[config.mk]
export PLATFORM = sky130hd
export DESIGN_NAME = instruction_decode_stage_flat
export DESIGN_NICKNAME = d
export VERILOG_FILES = /design/src/rtl/instruction_decode_stage_pkg.sv /design/src/rtl/instruction_decode_stage_if.sv /design/src/rtl/instruction_decode_stage_control.sv /design/src/rtl/instruction_decode_stage_regfile.sv /design/src/rtl/instruction_decode_stage.sv /design/src/flat_wrapper.sv
export SDC_FILE = /design/constraint.sdc
export NUM_CORES = 2
export LEC_CHECK = 0
export BUFFER_PORTS_ARGS = -buffer_cell sky130_fd_sc_hd__buf_4
export CAP_MARGIN = 30
export CORE_MARGIN = 2
export CORE_UTILIZATION = 48
export DETAILED_ROUTE_END_ITERATION = 16
export HOLD_SLACK_MARGIN = 0.08
export PLACE_DENSITY = 0.75
export RECOVER_POWER = 100
export SKIP_CTS_REPAIR_TIMING = 1
export SLEW_MARGIN = 5
export SYNTH_ARGS = -nofsm -noshare
export SYNTH_HDL_FRONTEND = slang
export SYNTH_HIERARCHICAL = 1
export SYNTH_SLANG_ARGS = --single-unit
[constraint.sdc]
create_clock -name clk -period 9.9 [get_ports clk]
set_input_delay 0.99 -clock clk [delete_from_list [all_inputs] [get_ports clk]]
set_output_delay 0.99 -clock clk [all_outputs]
set_load 0.02 [all_outputs]
[src/rtl/instruction_decode_stage_pkg.sv]
// Shared decode constants: opcodes, control field layout and the bubble control word.
package decode_pkg;

    localparam int unsigned OPCODE_WIDTH = 6;
    localparam int unsigned WB_WIDTH     = 2;
    localparam int unsigned MEM_WIDTH    = 2;
    localparam int unsigned EX_WIDTH     = 4;

    localparam logic [OPCODE_WIDTH-1:0] OP_RTYPE = 6'b000000;
    localparam logic [OPCODE_WIDTH-1:0] OP_LW    = 6'b100011;
    localparam logic [OPCODE_WIDTH-1:0] OP_SW    = 6'b101011;
    localparam logic [OPCODE_WIDTH-1:0] OP_BEQ   = 6'b000100;
    localparam logic [OPCODE_WIDTH-1:0] OP_BNE   = 6'b000101;
    localparam logic [OPCODE_WIDTH-1:0] OP_ADDI  = 6'b001000;

    // Bit positions inside each control field: wb={regWrite,memToReg}, mem={memRead,memWrite},
    // ex={regDst,aluSrc,aluOp[1:0]}.
    localparam int unsigned WB_REG_WRITE_BIT = 1;
    localparam int unsigned MEM_READ_BIT     = 1;
    localparam int unsigned EX_REG_DST_BIT   = 3;

    typedef struct packed {
        logic [WB_WIDTH-1:0]  wb;
        logic [MEM_WIDTH-1:0] mem;
        logic [EX_WIDTH-1:0]  ex;
    } ctrl_t;

    localparam ctrl_t CTRL_BUBBLE = '0;

endpackage

[src/rtl/instruction_decode_stage_if.sv]
// ID-stage bus: IF/ID inputs, write-back and EX/MEM forwarding inputs, ID/EX and hazard outputs.
interface instruction_decode_stage_if #(
    parameter int unsigned DATA_WIDTH     = 32,
    parameter int unsigned REG_ADDR_WIDTH = 5
);
    logic                      ifIdValid;
    logic [DATA_WIDTH-1:0]     programCounterIn;
    logic [31:0]               instruction;
    logic                      stallIn;
    logic [REG_ADDR_WIDTH-1:0] writeRegister;
    logic [DATA_WIDTH-1:0]     writeData;
    logic                      regWrite;
    logic                      exMemRegWrite;
    logic [REG_ADDR_WIDTH-1:0] exMemRd;
    logic [DATA_WIDTH-1:0]     exMemResult;

    logic                      idExValid;
    logic [1:0]                writeBackControl;
    logic [1:0]                memAccessControl;
    logic [3:0]                calculationControl;
    logic [DATA_WIDTH-1:0]     programCounterOut;
    logic [DATA_WIDTH-1:0]     readData1;
    logic [DATA_WIDTH-1:0]     readData2;
    logic [DATA_WIDTH-1:0]     immediateOperand;
    logic [REG_ADDR_WIDTH-1:0] rs;
    logic [REG_ADDR_WIDTH-1:0] rt;
    logic [REG_ADDR_WIDTH-1:0] rd;
    logic                      pcWrite;
    logic                      ifIdWrite;
    logic                      branch;
    logic [DATA_WIDTH-1:0]     branchProgramCounter;

    modport master (
        output ifIdValid, programCounterIn, instruction, stallIn,
               writeRegister, writeData, regWrite,
               exMemRegWrite, exMemRd, exMemResult,
        input  idExValid, writeBackControl, memAccessControl, calculationControl,
               programCounterOut, readData1, readData2, immediateOperand,
               rs, rt, rd, pcWrite, ifIdWrite, branch, branchProgramCounter
    );

    modport slave (
        input  ifIdValid, programCounterIn, instruction, stallIn,
               writeRegister, writeData, regWrite,
               exMemRegWrite, exMemRd, exMemResult,
        output idExValid, writeBackControl, memAccessControl, calculationControl,
               programCounterOut, readData1, readData2, immediateOperand,
               rs, rt, rd, pcWrite, ifIdWrite, branch, branchProgramCounter
    );

endinterface

[src/rtl/instruction_decode_stage_control.sv]
// Combinational opcode-to-control table with branch and BNE decode.
module decode_control
    import decode_pkg::*;
(
    input  logic [OPCODE_WIDTH-1:0] opcode_i,
    output ctrl_t                   ctrl_o,
    output logic                    is_branch_o,
    output logic                    is_bne_o
);

    // Unknown opcodes fall through to all-zero controls and execute as a NOP.
    always_comb begin
        ctrl_o      = CTRL_BUBBLE;
        is_branch_o = 1'b0;
        is_bne_o    = 1'b0;
        case (opcode_i)
            OP_RTYPE: ctrl_o = '{wb: 2'b10, mem: 2'b00, ex: 4'b1010};
            OP_LW:    ctrl_o = '{wb: 2'b11, mem: 2'b10, ex: 4'b0100};
            OP_SW:    ctrl_o = '{wb: 2'b00, mem: 2'b01, ex: 4'b0100};
            OP_ADDI:  ctrl_o = '{wb: 2'b10, mem: 2'b00, ex: 4'b0110};
            OP_BEQ: begin
                ctrl_o      = '{wb: 2'b00, mem: 2'b00, ex: 4'b0001};
                is_branch_o = 1'b1;
            end
            OP_BNE: begin
                ctrl_o      = '{wb: 2'b00, mem: 2'b00, ex: 4'b0001};
                is_branch_o = 1'b1;
                is_bne_o    = 1'b1;
            end
            default: ;
        endcase
    end

endmodule

[src/rtl/instruction_decode_stage_regfile.sv]
// Two-read one-write register file; register 0 is hardwired to zero and reads see same-cycle writes.
module register_file_param #(
    parameter int unsigned DATA_WIDTH = 32,
    parameter int unsigned ADDR_WIDTH = 5
) (
    input  logic                  clk,
    input  logic                  we_i,
    input  logic [ADDR_WIDTH-1:0] waddr_i,
    input  logic [DATA_WIDTH-1:0] wdata_i,
    input  logic [ADDR_WIDTH-1:0] raddr1_i,
    input  logic [ADDR_WIDTH-1:0] raddr2_i,
    output logic [DATA_WIDTH-1:0] rdata1_o,
    output logic [DATA_WIDTH-1:0] rdata2_o
);

    localparam int unsigned DEPTH = 2 ** ADDR_WIDTH;

    logic [DATA_WIDTH-1:0] mem_q [DEPTH];
    logic                  wr_live;

    assign wr_live = we_i && (waddr_i != '0);

    always_ff @(posedge clk) begin
        if (wr_live) begin
            mem_q[waddr_i] <= wdata_i;
        end
    end

    always_comb begin
        rdata1_o = mem_q[raddr1_i];
        if (raddr1_i == '0) begin
            rdata1_o = '0;
        end else if (wr_live && (waddr_i == raddr1_i)) begin
            rdata1_o = wdata_i;
        end
    end

    always_comb begin
        rdata2_o = mem_q[raddr2_i];
        if (raddr2_i == '0) begin
            rdata2_o = '0;
        end else if (wr_live && (waddr_i == raddr2_i)) begin
            rdata2_o = wdata_i;
        end
    end

endmodule

[src/rtl/instruction_decode_stage.sv]
// Pipeline ID stage: operand read, control decode, ID-resolved BEQ/BNE, hazard stall and ID/EX register.
module instruction_decode_stage
    import decode_pkg::*;
#(
    parameter int unsigned DATA_WIDTH     = 32,
    parameter int unsigned REG_ADDR_WIDTH = 5,
    parameter int unsigned IMM_WIDTH      = 16,
    parameter int unsigned BRANCH_SHIFT   = 2
) (
    input logic                        clk,
    input logic                        reset,
    instruction_decode_stage_if.slave  id_bus
);

    logic [OPCODE_WIDTH-1:0]   opcode;
    logic [REG_ADDR_WIDTH-1:0] cur_rs;
    logic [REG_ADDR_WIDTH-1:0] cur_rt;
    logic [REG_ADDR_WIDTH-1:0] cur_rd;
    logic [IMM_WIDTH-1:0]      imm_raw;
    logic [DATA_WIDTH-1:0]     imm_ext;

    assign opcode  = id_bus.instruction[31:26];
    assign cur_rs  = REG_ADDR_WIDTH'(id_bus.instruction[25:21]);
    assign cur_rt  = REG_ADDR_WIDTH'(id_bus.instruction[20:16]);
    assign cur_rd  = REG_ADDR_WIDTH'(id_bus.instruction[15:11]);
    assign imm_raw = id_bus.instruction[IMM_WIDTH-1:0];
    assign imm_ext = DATA_WIDTH'($signed(imm_raw));

    ctrl_t dec_ctrl;
    logic  is_branch;
    logic  is_bne;

    decode_control u_control (
        .opcode_i    (opcode),
        .ctrl_o      (dec_ctrl),
        .is_branch_o (is_branch),
        .is_bne_o    (is_bne)
    );

    logic [DATA_WIDTH-1:0] rf_rd1;
    logic [DATA_WIDTH-1:0] rf_rd2;

    register_file_param #(
        .DATA_WIDTH (DATA_WIDTH),
        .ADDR_WIDTH (REG_ADDR_WIDTH)
    ) u_regfile (
        .clk      (clk),
        .we_i     (id_bus.regWrite),
        .waddr_i  (id_bus.writeRegister),
        .wdata_i  (id_bus.writeData),
        .raddr1_i (cur_rs),
        .raddr2_i (cur_rt),
        .rdata1_o (rf_rd1),
        .rdata2_o (rf_rd2)
    );

    logic                      valid_q, valid_d;
    ctrl_t                     ctrl_q, ctrl_d;
    logic [DATA_WIDTH-1:0]     pc_q, pc_d;
    logic [DATA_WIDTH-1:0]     rd1_q, rd1_d;
    logic [DATA_WIDTH-1:0]     rd2_q, rd2_d;
    logic [DATA_WIDTH-1:0]     imm_q, imm_d;
    logic [REG_ADDR_WIDTH-1:0] rs_q, rs_d;
    logic [REG_ADDR_WIDTH-1:0] rt_q, rt_d;
    logic [REG_ADDR_WIDTH-1:0] rd_q, rd_d;
    logic                      flush_q, flush_d;

    // Branch compare operands take the EX/MEM result when it targets a nonzero source.
    logic                  fwd_a;
    logic                  fwd_b;
    logic [DATA_WIDTH-1:0] cmp_a;
    logic [DATA_WIDTH-1:0] cmp_b;
    logic                  cmp_eq;

    assign fwd_a  = id_bus.exMemRegWrite && (id_bus.exMemRd != '0) && (id_bus.exMemRd == cur_rs);
    assign fwd_b  = id_bus.exMemRegWrite && (id_bus.exMemRd != '0) && (id_bus.exMemRd == cur_rt);
    assign cmp_a  = fwd_a ? id_bus.exMemResult : rf_rd1;
    assign cmp_b  = fwd_b ? id_bus.exMemResult : rf_rd2;
    assign cmp_eq = (cmp_a == cmp_b);

    // A flushed or invalid slot never raises a hazard or a branch.
    logic                      slot_live;
    logic                      load_use;
    logic [REG_ADDR_WIDTH-1:0] ex_dest;
    logic                      branch_alu;
    logic                      hazard;
    logic                      taken;
    logic                      branch_c;
    logic                      issue;

    assign slot_live  = id_bus.ifIdValid && !flush_q;
    assign load_use   = valid_q && ctrl_q.mem[MEM_READ_BIT] && (rt_q != '0)
                        && ((rt_q == cur_rs) || (rt_q == cur_rt));
    assign ex_dest    = ctrl_q.ex[EX_REG_DST_BIT] ? rd_q : rt_q;
    assign branch_alu = is_branch && valid_q && ctrl_q.wb[WB_REG_WRITE_BIT] && (ex_dest != '0)
                        && ((ex_dest == cur_rs) || (ex_dest == cur_rt));
    assign hazard     = slot_live && (load_use || branch_alu);
    assign taken      = is_branch && (is_bne ? !cmp_eq : cmp_eq);
    assign branch_c   = taken && slot_live && !hazard && !id_bus.stallIn;
    assign issue      = slot_live && !hazard;

    always_comb begin
        valid_d = valid_q;
        ctrl_d  = ctrl_q;
        pc_d    = pc_q;
        rd1_d   = rd1_q;
        rd2_d   = rd2_q;
        imm_d   = imm_q;
        rs_d    = rs_q;
        rt_d    = rt_q;
        rd_d    = rd_q;
        flush_d = flush_q;
        if (!id_bus.stallIn) begin
            valid_d = issue;
            ctrl_d  = issue ? dec_ctrl : CTRL_BUBBLE;
            pc_d    = id_bus.programCounterIn;
            rd1_d   = rf_rd1;
            rd2_d   = rf_rd2;
            imm_d   = imm_ext;
            rs_d    = cur_rs;
            rt_d    = cur_rt;
            rd_d    = cur_rd;
            flush_d = branch_c;
        end
    end

    always_ff @(posedge clk) begin
        if (reset) begin
            valid_q <= 1'b0;
            ctrl_q  <= CTRL_BUBBLE;
            pc_q    <= '0;
            rd1_q   <= '0;
            rd2_q   <= '0;
            imm_q   <= '0;
            rs_q    <= '0;
            rt_q    <= '0;
            rd_q    <= '0;
            flush_q <= 1'b0;
        end else begin
            valid_q <= valid_d;
            ctrl_q  <= ctrl_d;
            pc_q    <= pc_d;
            rd1_q   <= rd1_d;
            rd2_q   <= rd2_d;
            imm_q   <= imm_d;
            rs_q    <= rs_d;
            rt_q    <= rt_d;
            rd_q    <= rd_d;
            flush_q <= flush_d;
        end
    end

    assign id_bus.idExValid            = valid_q;
    assign id_bus.writeBackControl     = ctrl_q.wb;
    assign id_bus.memAccessControl     = ctrl_q.mem;
    assign id_bus.calculationControl   = ctrl_q.ex;
    assign id_bus.programCounterOut    = pc_q;
    assign id_bus.readData1            = rd1_q;
    assign id_bus.readData2            = rd2_q;
    assign id_bus.immediateOperand     = imm_q;
    assign id_bus.rs                   = rs_q;
    assign id_bus.rt                   = rt_q;
    assign id_bus.rd                   = rd_q;
    assign id_bus.pcWrite              = !id_bus.stallIn && !hazard;
    assign id_bus.ifIdWrite            = !id_bus.stallIn && !hazard;
    assign id_bus.branch               = branch_c;
    assign id_bus.branchProgramCounter = id_bus.programCounterIn + (imm_ext << BRANCH_SHIFT);

endmodule

[src/flat_wrapper.sv]
// flat-port wrapper written by rule: the top's interface ports become plain ports
module instruction_decode_stage_flat import decode_pkg::*;
#(
    parameter int unsigned DATA_WIDTH     = 32,
    parameter int unsigned REG_ADDR_WIDTH = 5,
    parameter int unsigned IMM_WIDTH      = 16,
    parameter int unsigned BRANCH_SHIFT   = 2
)
  (clk, reset, id_bus_ifIdValid, id_bus_programCounterIn, id_bus_instruction, id_bus_stallIn, id_bus_writeRegister, id_bus_writeData, id_bus_regWrite, id_bus_exMemRegWrite, id_bus_exMemRd, id_bus_exMemResult, id_bus_idExValid, id_bus_writeBackControl, id_bus_memAccessControl, id_bus_calculationControl, id_bus_programCounterOut, id_bus_readData1, id_bus_readData2, id_bus_immediateOperand, id_bus_rs, id_bus_rt, id_bus_rd, id_bus_pcWrite, id_bus_ifIdWrite, id_bus_branch, id_bus_branchProgramCounter);
  instruction_decode_stage_if #(.DATA_WIDTH(DATA_WIDTH), .REG_ADDR_WIDTH(REG_ADDR_WIDTH)) id_bus_i ();
  input logic clk;
  input logic reset;
  input wire logic [$bits(id_bus_i.ifIdValid)-1:0] id_bus_ifIdValid;
  input wire logic [$bits(id_bus_i.programCounterIn)-1:0] id_bus_programCounterIn;
  input wire logic [$bits(id_bus_i.instruction)-1:0] id_bus_instruction;
  input wire logic [$bits(id_bus_i.stallIn)-1:0] id_bus_stallIn;
  input wire logic [$bits(id_bus_i.writeRegister)-1:0] id_bus_writeRegister;
  input wire logic [$bits(id_bus_i.writeData)-1:0] id_bus_writeData;
  input wire logic [$bits(id_bus_i.regWrite)-1:0] id_bus_regWrite;
  input wire logic [$bits(id_bus_i.exMemRegWrite)-1:0] id_bus_exMemRegWrite;
  input wire logic [$bits(id_bus_i.exMemRd)-1:0] id_bus_exMemRd;
  input wire logic [$bits(id_bus_i.exMemResult)-1:0] id_bus_exMemResult;
  output wire logic [$bits(id_bus_i.idExValid)-1:0] id_bus_idExValid;
  output wire logic [$bits(id_bus_i.writeBackControl)-1:0] id_bus_writeBackControl;
  output wire logic [$bits(id_bus_i.memAccessControl)-1:0] id_bus_memAccessControl;
  output wire logic [$bits(id_bus_i.calculationControl)-1:0] id_bus_calculationControl;
  output wire logic [$bits(id_bus_i.programCounterOut)-1:0] id_bus_programCounterOut;
  output wire logic [$bits(id_bus_i.readData1)-1:0] id_bus_readData1;
  output wire logic [$bits(id_bus_i.readData2)-1:0] id_bus_readData2;
  output wire logic [$bits(id_bus_i.immediateOperand)-1:0] id_bus_immediateOperand;
  output wire logic [$bits(id_bus_i.rs)-1:0] id_bus_rs;
  output wire logic [$bits(id_bus_i.rt)-1:0] id_bus_rt;
  output wire logic [$bits(id_bus_i.rd)-1:0] id_bus_rd;
  output wire logic [$bits(id_bus_i.pcWrite)-1:0] id_bus_pcWrite;
  output wire logic [$bits(id_bus_i.ifIdWrite)-1:0] id_bus_ifIdWrite;
  output wire logic [$bits(id_bus_i.branch)-1:0] id_bus_branch;
  output wire logic [$bits(id_bus_i.branchProgramCounter)-1:0] id_bus_branchProgramCounter;
  assign id_bus_i.ifIdValid = id_bus_ifIdValid;
  assign id_bus_i.programCounterIn = id_bus_programCounterIn;
  assign id_bus_i.instruction = id_bus_instruction;
  assign id_bus_i.stallIn = id_bus_stallIn;
  assign id_bus_i.writeRegister = id_bus_writeRegister;
  assign id_bus_i.writeData = id_bus_writeData;
  assign id_bus_i.regWrite = id_bus_regWrite;
  assign id_bus_i.exMemRegWrite = id_bus_exMemRegWrite;
  assign id_bus_i.exMemRd = id_bus_exMemRd;
  assign id_bus_i.exMemResult = id_bus_exMemResult;
  assign id_bus_idExValid = id_bus_i.idExValid;
  assign id_bus_writeBackControl = id_bus_i.writeBackControl;
  assign id_bus_memAccessControl = id_bus_i.memAccessControl;
  assign id_bus_calculationControl = id_bus_i.calculationControl;
  assign id_bus_programCounterOut = id_bus_i.programCounterOut;
  assign id_bus_readData1 = id_bus_i.readData1;
  assign id_bus_readData2 = id_bus_i.readData2;
  assign id_bus_immediateOperand = id_bus_i.immediateOperand;
  assign id_bus_rs = id_bus_i.rs;
  assign id_bus_rt = id_bus_i.rt;
  assign id_bus_rd = id_bus_i.rd;
  assign id_bus_pcWrite = id_bus_i.pcWrite;
  assign id_bus_ifIdWrite = id_bus_i.ifIdWrite;
  assign id_bus_branch = id_bus_i.branch;
  assign id_bus_branchProgramCounter = id_bus_i.branchProgramCounter;
  instruction_decode_stage #(.DATA_WIDTH(DATA_WIDTH), .REG_ADDR_WIDTH(REG_ADDR_WIDTH), .IMM_WIDTH(IMM_WIDTH), .BRANCH_SHIFT(BRANCH_SHIFT)) u_core (.clk(clk), .reset(reset), .id_bus(id_bus_i));
endmodule
==> impl_metrics.ini <==
[hold_path]
hold_class = register to register
holdPathEnd = u_core/id_bus.programCounterOut[31]$_SDFFE_PP0N_
holdPathStages = 2
hp-start = u_core/id_bus.programCounterOut[31]$_SDFFE_PP0N_

[cells_and_area]
area_delta_synth_final_pct = 12.4
nets = 4039
fill_cells = 9250
layout-drive-gt1-share = 0.222
final_util = 0.545

[floorplanning]
die_y_um = 347
die-area_sq_um = 121000
die_w_um = 347
design.core.area_sq_um = 117000
start_util = 0.485
rows = 125
io-pin-count = 331

[placement]
place_congestion = 0.912
portBuffers = 330
pre_cts_ws_ns = 2.31
dp_hpwl_um = 117000

[run_status]
status = finished, violations left
failed_checks = max-capacitance violations, max-slew violations

[power_and_ir_drop]
ir_drop_uv = 159
pwr-share-clk = 0.395
p_leak_uw = 0.0212
switching_share = 0.250
p_per_area_nw_per_um2 = 180
intPower_uw = 8570
seqPwrFrac = 0.479
combPwrFrac = 0.125
power_switching_uw = 2850

[routing]
drtIter0Drc = 6091
route.detailed.drc = 0
top_layer_used = met5
avgRoutedWirePerCell_um = 34.6
vias = 38558
wl_um = 190000
met3_wirelength_um = 28600
ant_nets = 0
dr.pass1.iters = 6
wl_met2_um = 84900
wl_met1_um = 65400
via_per_inst = 7.01

[yosys]
netlist_area_sq_um = 56600
synth_ff_type = edfxtp_1
ys_seq_area_frac = 0.590
yosys.area.top_type = edfxtp_1
netlist.area_leader.share = 0.544
ys_warn_count = 6
synth.most_common_cell = edfxtp_1
yosys.cell_types.count = 76
ys_top_cells_by_area = edfxtp_1 (54%), mux4_2 (15%), mux2i_1 (6.4%)
syn_area_per_cell_sq_um = 15.8
ys_top_cells_by_count = edfxtp_1 (1024), mux4_2 (389), mux2i_1 (360)
synthCells = 3577
synth_edf_count = 1024
async_flop_share = 0
synth-seq-cells = 1156

[sta]
postLayoutSetupSlackWorst_ns = 1.08
fin_tns_setup_ns = 0
hold_viol = 0
timing.final.crit_share = 0.891
slew_violations = 1269
fmax_mhz = 113
whs_ns = 0.494
rsz0062_at_grt = no
relSlewSlack = -1.74
tightest_slew_ns = 4.11
min_period_ns = 8.82
setup_viol = 0
clock_skew_ns = 0.0232

[worst_setup_path]
reg2reg_from = u_core/u_regfile/mem_q[6][5]$_DFFE_PP_
cp_top_family = compound AO/OA/AOI/OAI gates
critical_path_buf_inv_count = 3
cp_common_cell = buf_4
crit_type = input pin to primary output
cpPeakStageDelay_ns = 2.00
reg2reg_slack_ns = 5.28
cp-end-kind = primary output
critPathSlowestCell = a21oi_1
worstPathCellList = buf_4, or3_4, o31ai_1, nor4_2, a21oi_1, buf_4, a32o_1, xnor2_1, o21ai_0, o311ai_0, nand4_1, or4_4, or3_1, a21oi_1, buf_4
r2r_end = u_core/flush_q$_SDFFE_PP0N_
critical_path.startpoint_type = input pin
required_ns = 8.91
path_max_fanout = 17
rr_worst_depth = 14
arrival_ns = 7.83

[clocking]
h-tree-depth = 3
root_buffer = clkbuf_16
clk_latency_ns = 0.71
tritoncts = built
clock_path_buffers = 3
clk_pin_slew_worst_paths_ns = 0.06
clock_sinks = 1156
numCtsBuffers = 116

[run]
drv_cap = 47

[global_route]
antenna_found_initial = 26
grt_max_degree = 86
grt.total_usage = 0.310
grt_pass1_wl_um = 269000
grt.overflow.total = 0
grt_pass1_vias = 37646
## placed cells by master, fill, tap and decap left out, types with 73 or more instances in the layout
cell       instances
nand2_1          133
a22oi_1           73
xnor2_1           73
dfxtp_1          132
mux4_2           389
o21ai_0           88
nor2_1           176
mux2i_1          360
a211oi_1         107
edfxtp_1        1024
a21oi_1           77
buf_4            167
clkbuf_16        119
clkbuf_1         260
## logic make-up (layout without fill, tap and decap cells)
logic type | count (synthesis) | count (layout) | synth area share
flip-flops | 1156 | 1156 | 0.590
multiplexers | 795 | 795 | 0.228
AO/OA/AOI/OAI | 664 | 664 | 0.0864
AND/OR/NAND/NOR | 522 | 522 | 0.0441
buffers and inverters | 310 | 665 | 0.0292
XOR/XNOR | 99 | 99 | 0.0153
adder cells (fa/ha/maj) | 30 | 30 | 0.00677
other | 1 | 46 | 0.0000663
## metal layers
layer / track usage / vias to the layer above
met2: 0.470 / 3249
met4: 0.168 / 18
met1: 0.397 / 19299
met3: 0.103 / 670
met5: 0 / -
li1: - / 15322
## cell type report
| type | count | area, sq um | area share |
|---|---|---|---|
| clock inverter | 74 | 766 | 0.0120 |
| antenna | 14 | 35.0 | 0.000551 |
| inverter | 15 | 56.3 | 0.000886 |
| tap | 1524 | 1910 | 0.0300 |
| sequential | 1156 | 33400 | 0.525 |
| timing repair buffer | 434 | 2510 | 0.0395 |
| multi-input combinational | 2142 | 21800 | 0.342 |
| clock buffer | 142 | 3140 | 0.0494 |
## flip-flops by register name, summed over array words and instances, names as in the netlist
register,count
u_core/id_bus.idExValid,1
u_core/id_bus.rs,5
u_core/id_bus.writeBackControl,2
u_core/id_bus.rt,5
u_core/id_bus.readData1,32
u_core/flush_q,1
u_core/id_bus.calculationControl,4
u_core/id_bus.readData2,32
u_core/u_regfile/mem_q,1024
u_core/id_bus.immediateOperand,16
u_core/id_bus.programCounterOut,32
u_core/id_bus.memAccessControl,2
## metrics by stage
step | cell area (sq um) | std cells | power [uW]
finish | 63600 | 5501 | 11400
detailed placement | 60700 | 5268 | 7010
global route | 63500 | 5498 | 11700
global placement | 60700 | 5268 | 6990
floorplan | 56700 | 3608 | 6430
CTS | 64600 | 5484 | 11500
## power groups by stage
stage / Sequential (uW) / Clock [uW] / Combinational (uW)
3_5_place_dp: 5570 / 0 / 1450
4_1_cts: 5460 / 4550 / 1450
6_report: 5470 / 4520 / 1430
3_3_place_gp: 5560 / 0 / 1430
2_1_floorplan: 5590 / 0 / 839
5_1_grt: 5480 / 4750 / 1490
## worst max-delay path by stage
stage	start	endpoint	cells after the start
finish	id_bus_writeRegister[2]	id_bus_branch	15
CTS	id_bus_instruction[17]	id_bus_branch	16
global placement	id_bus_instruction[17]	id_bus_branch	16
global route	id_bus_writeRegister[2]	id_bus_branch	16
floorplan	id_bus_instruction[21]	id_bus_branch	16
detailed placement	id_bus_instruction[17]	id_bus_branch	16
## worst reg2reg max path, cell delays in order, from the launching register on
cell and delay (ns):
edfxtp_1 0.42, mux4_2 0.53, a22o_1 0.28, a221oi_1 0.41, o311ai_0 0.24, o21ai_0 0.20
nor2_1 0.24, or2_2 0.44, a211oi_1 0.22, a41oi_1 0.07, o311ai_0 0.13, nand4_1 0.14
or4_4 0.61, or4b_1 0.52, o221ai_1 0.08
No activity file was read; power rests on OpenSTA's default activity.
